--- src/rtl/clk_div_scheduler.sv ---
// Round-robin scheduler that lends one programmable clock divider to NUM_REQ
// requesters, each granted a burst of BURST_LEN full clk_out periods.
module clk_div_scheduler #(
  parameter int NUM_REQ     = 4,
  parameter int DIV_WIDTH   = 32,
  parameter int BURST_LEN   = 8,
  parameter int BURST_WIDTH = 8
) (
  input  logic                         clk_in,
  input  logic                         resetn,
  input  logic [NUM_REQ-1:0]           req,
  input  logic [NUM_REQ*DIV_WIDTH-1:0] div_value,
  output logic [NUM_REQ-1:0]           grant,
  output logic                         clk_out,
  output logic                         busy,
  output logic [NUM_REQ-1:0]           done
);

  localparam int PTR_W  = $clog2(NUM_REQ);
  localparam int PTR_W1 = PTR_W + 1;
  localparam logic [PTR_W:0]         REQ_CNT    = PTR_W1'(NUM_REQ);
  localparam logic [PTR_W-1:0]       OWNER_LAST = PTR_W'(NUM_REQ - 1);
  localparam logic [NUM_REQ-1:0]     GRANT_LSB  = NUM_REQ'(1);
  localparam logic [BURST_WIDTH-1:0] TOG_LAST   = BURST_WIDTH'(2 * BURST_LEN - 1);

  typedef enum logic {
    IDLE = 1'b0,
    RUN  = 1'b1
  } state_t;

  state_t                 state_reg, state_next;
  logic [NUM_REQ-1:0]     grant_reg, grant_next;
  logic [NUM_REQ-1:0]     done_reg, done_next;
  logic                   clk_out_reg, clk_out_next;
  logic [DIV_WIDTH-1:0]   cnt_reg, cnt_next;
  logic [BURST_WIDTH-1:0] tog_reg, tog_next;
  logic [PTR_W-1:0]       rr_ptr_reg, rr_ptr_next;
  logic [PTR_W-1:0]       owner_reg, owner_next;
  logic [DIV_WIDTH-1:0]   d_latched_reg, d_latched_next;

  logic [DIV_WIDTH-1:0]   div_arr  [NUM_REQ];
  logic [PTR_W-1:0]       cand_idx [NUM_REQ];
  logic [NUM_REQ-1:0]     cand_req;
  logic [PTR_W-1:0]       sel_idx;
  logic                   sel_valid;
  logic [PTR_W-1:0]       rr_ptr_after;

  // Candidate gi is the requester gi places after rr_ptr, so the search order
  // is rotated and a plain lowest-index priority pick gives round robin.
  generate
    for (genvar gi = 0; gi < NUM_REQ; gi++) begin : g_cand
      logic [PTR_W:0] sum;
      logic [PTR_W:0] wrapped;
      assign div_arr[gi]  = div_value[gi*DIV_WIDTH +: DIV_WIDTH];
      assign sum          = {1'b0, rr_ptr_reg} + PTR_W1'(gi);
      assign wrapped      = (sum >= REQ_CNT) ? (sum - REQ_CNT) : sum;
      assign cand_idx[gi] = wrapped[PTR_W-1:0];
      assign cand_req[gi] = req[cand_idx[gi]];
    end
  endgenerate

  always_comb begin
    sel_valid = |cand_req;
    sel_idx   = cand_idx[0];
    for (int k = NUM_REQ - 1; k >= 0; k--) begin
      if (cand_req[k]) sel_idx = cand_idx[k];
    end
  end

  assign rr_ptr_after = (owner_reg == OWNER_LAST) ? '0 : owner_reg + PTR_W'(1);

  always_comb begin
    state_next     = state_reg;
    grant_next     = grant_reg;
    done_next      = '0;
    clk_out_next   = clk_out_reg;
    cnt_next       = cnt_reg;
    tog_next       = tog_reg;
    rr_ptr_next    = rr_ptr_reg;
    owner_next     = owner_reg;
    d_latched_next = d_latched_reg;

    case (state_reg)
      IDLE: begin
        clk_out_next = 1'b0;
        cnt_next     = '0;
        tog_next     = '0;
        grant_next   = '0;
        if (sel_valid) begin
          state_next     = RUN;
          grant_next     = GRANT_LSB << sel_idx;
          owner_next     = sel_idx;
          d_latched_next = div_arr[sel_idx];
        end
      end
      RUN: begin
        // A withdrawn request wins over a completion landing on the same cycle.
        if (~|(req & grant_reg)) begin
          state_next   = IDLE;
          grant_next   = '0;
          clk_out_next = 1'b0;
          cnt_next     = '0;
          tog_next     = '0;
          rr_ptr_next  = rr_ptr_after;
        end else if (cnt_reg == d_latched_reg) begin
          cnt_next = '0;
          if (tog_reg == TOG_LAST) begin
            state_next   = IDLE;
            grant_next   = '0;
            done_next    = grant_reg;
            clk_out_next = 1'b0;
            tog_next     = '0;
            rr_ptr_next  = rr_ptr_after;
          end else begin
            clk_out_next = ~clk_out_reg;
            tog_next     = tog_reg + BURST_WIDTH'(1);
          end
        end else begin
          cnt_next = cnt_reg + DIV_WIDTH'(1);
        end
      end
      default: state_next = IDLE;
    endcase
  end

  always_ff @(posedge clk_in or negedge resetn) begin
    if (!resetn) begin
      state_reg     <= IDLE;
      grant_reg     <= '0;
      done_reg      <= '0;
      clk_out_reg   <= 1'b0;
      cnt_reg       <= '0;
      tog_reg       <= '0;
      rr_ptr_reg    <= '0;
      owner_reg     <= '0;
      d_latched_reg <= '0;
    end else begin
      state_reg     <= state_next;
      grant_reg     <= grant_next;
      done_reg      <= done_next;
      clk_out_reg   <= clk_out_next;
      cnt_reg       <= cnt_next;
      tog_reg       <= tog_next;
      rr_ptr_reg    <= rr_ptr_next;
      owner_reg     <= owner_next;
      d_latched_reg <= d_latched_next;
    end
  end

  assign grant   = grant_reg;
  assign done    = done_reg;
  assign clk_out = clk_out_reg;
  assign busy    = |grant_reg;

endmodule

--- config.mk ---
export PLATFORM = sky130hd
export DESIGN_NAME = clk_div_scheduler
export DESIGN_NICKNAME = d
export VERILOG_FILES = /design/src/rtl/clk_div_scheduler.sv
export SDC_FILE = /design/constraint.sdc
export NUM_CORES = 1
export LEC_CHECK = 0
export ABC_AREA = 1
export ABC_CLOCK_PERIOD_IN_PS = 2100
export CORE_UTILIZATION = 52
export DETAILED_ROUTE_END_ITERATION = 10
export PLACE_DENSITY = 0.9
export SYNTH_ARGS = -nofsm -noshare
export SYNTH_HDL_FRONTEND = slang
export SYNTH_SLANG_ARGS = --single-unit
export TNS_END_PERCENT = 10
--- constraint.sdc ---
create_clock -name clk_in -period 2.1 [get_ports clk_in]
set_clock_uncertainty 0.1 [all_clocks]
set_input_delay 0.42 -clock clk_in [delete_from_list [all_inputs] [get_ports clk_in]]
set_output_delay 0.42 -clock clk_in [all_outputs]
set_load 0.01 [all_outputs]
==> results <==
logic make-up after synthesis:
kind of cell               after synthesis  synth area share (%)
and+or+nand+nor                        641                  45.5
AOI/OAI and AO/OA                       33                  3.07
buffers and inverters                  166                  12.2
DFF                                     86                  33.6
adders and majority gates                3                 0.587
xor gates and xnor gates                36                  4.93
where the power goes:
part           switching (µW)  internal [µW]  leakage (µW)
Sequential                393           2100       0.00113
Clock                     685            827      0.000131
Combinational            5700           3920       0.00321
Total                    6780           6850       0.00448
worst paths after layout:
path	start	end	slack (ps)	depth (start not counted)
max	rr_ptr_reg[0]	d_latched_reg[29]	-270	15
min	cnt_reg[0]	cnt_reg[0]	370	1
max reg2reg	rr_ptr_reg[0]	d_latched_reg[29]	-270	15
min reg2reg	cnt_reg[0]	cnt_reg[0]	370	1
max in group asynchronous	resetn	cnt_reg[1]	760	3
min in group asynchronous	resetn	grant[3]	480	2
cells in the mapped netlist, types with 3 or more instances:
master and number:
xnor2_1 24, nand4_1 10, a21oi_1 11, nor4_1 9, buf_4 3, buf_6 9
nor3_1 30, nand3_1 137, o21a_1 3, clkbuf_1 3, nand2_1 344, nand2_2 6
o21ai_0 9, or2_2 8, nor2_1 61, buf_2 21, nand3_2 30, dfrtp_1 86
xor2_1 12, inv_1 117, inv_2 7, o22ai_1 5, ha_1 3
timing repair:
action                     4_1_cts  5_1_grt
hold buffers                     1        0
hold endpoints to repair        36        0
gates resized for setup          8       88
buffers inserted                 0        9
pin swaps                        1       37
cloned                           0        7
setup endpoints to repair       37       71
routing by layer:
layer	track usage [%]	up-vias	share of wire (%)
met5	0	-	0
met4	12.5	0	5.8
met3	4.87	152	9.3
met2	52.3	585	47
met1	40.9	3519	38
li1	-	3431	-
worst register-to-register path, delay by kind of cell (launching register included):
family / cells / cell delay, ps
flops: 1 / 480
buf+inv: 3 / 480
simple gates: 11 / 1050
compound gates: 1 / 150
final cells by class:
type	instances	area, µm²
multi-input cells	713	3760
fillers	717	2810
repair buffers	225	2340
flip-flops and latches	86	2160
inverters	126	478
clock buffers	10	239
well taps	147	184
clock inverters	5	33.8
metrics by stage:
| stage | worst slack, ps | setup TNS [ps] | utilization (%) | area [µm²] | hold slack, ps |
|---|---|---|---|---|---|
| 2_1_floorplan | 197 | 0 | - | 6400 | 24.4 |
| 3_3_place_gp | -338 | -17970 | 69.5 | 8350 | 312 |
| 3_5_place_dp | -396 | -21680 | 69.5 | 8350 | 317 |
| 4_1_cts | -48.2 | -154 | 72.1 | 8660 | 363 |
| 5_1_grt | -389 | -11850 | 76.6 | 9200 | 404 |
| 6_report | -274 | -5670 | 76.6 | 9200 | 372 |
==> metrics.csv <==
metric,value,unit
status,"finished, violations left",
failing checks,setup timing,
Synth Cell Area,6400,µm²
Peak VDD IR,1.12,mV
count of final setup violators,37,
"most common cell after layout, fill and taps aside",nand2_1,
WP data required,2240,ps
antenna fix cells,0,
proportion of layout cells with a drive suffix above 1,19.6,%
Synth Instances,965,
num rows,40,
initial core utilization,53.3,%
initial antenna violation count,0,
"Reg clk slew, reported paths",70,ps
critical path type,flip-flop to flip-flop,
Die ar.,12800,µm²
min cycle time layout,2370,ps
Pins Over Slew Limit,0,
final worst-path cycle share,113,%
slowest CP cell,dfrtp_2,
Worst Setup End Kind,flip-flop,
most frequent cells in the layout,"nand2_1, clkdlybuf4s50_1, nand3_1",
final std cells w/o fill,1312,
max_cap viols,0,
DRC viols,0,
wire per inst,17.2,µm
YS warnings,0,
Synth Net Count,1102,
total power draw,13600,µW
total wire length,22.6,mm
Synth top area share,33.6,%
"Hold Violations, Final",0,
Die Ht,113,µm
P&R area growth vs syn,43.7,%
achievable frequency,421,MHz
initial DRC count,1040,
P_leak,0.00448,µW
CP arrival,2510,ps
"Top FF cell, synth",dfrtp_1,
drt pass-1 iters,6,
Vias/cell,5.86,
gr usage total,31.3,%
first-pass GRT wire length,31.8,mm
vias,7687,
Power Density,1480,nW/µm²
# port buffers,143,
"most used cell, CP",nand2_1,
core footprint,12000,µm²
worst slew pin tran,509,ps
Worst Hold Class,flip-flop to flip-flop,
post-synthesis sequential area ratio,33.6,%
Layout Nets,1298,
placed cells,1280,
largest net degree at the start of global routing,51,
flop and latch count out of synthesis,86,
number of global-route vias before repair,6761,
Ports,144,
"CP delay by family, top",simple AND/OR/NAND/NOR gates,
dpl hpwl,14.4,mm
Worst slew margin,66.0,%
Netlist cell types,34,
TritonCTS Buffers,9,
worst-path cell chain,"buf_6, o21ai_4, nand2_1, nand2_1, nand2_1, nand2_2, nand3_4, buf_12, nand2_8, buf_8, nand2_1, nand3_1, nand2_1, nand2_1, nand2_1",
post-route ant nets,0,
CP Max Fanout,9,
TritonCTS Sinks,86,
"top cells by area, synth","dfrtp_1, nand2_1, nand3_1, inv_1, nand3_2",
Worst Path Buf+Inv,3,
CTS tree,done,
syn avg cell area,6.63,µm²
Die X,113,µm
leading area contributor after synthesis,dfrtp_1,
routability congestion estimate from global placement,0.938,
total gr overflow,0,
asr flop ratio synth,100,%
clk root buf,clkbuf_16,
Post-synth EDFFs,0,
Max clock buf depth,2,
CP Launch Type,flip-flop,
clk_lat worst skew,350,ps
final worst slack,-274,ps
RSZ-0062 raised after global routing,yes,
slowest cell delay on critical path,480,ps
H-tree levels,3,
(Power assumes the default switching activity.)
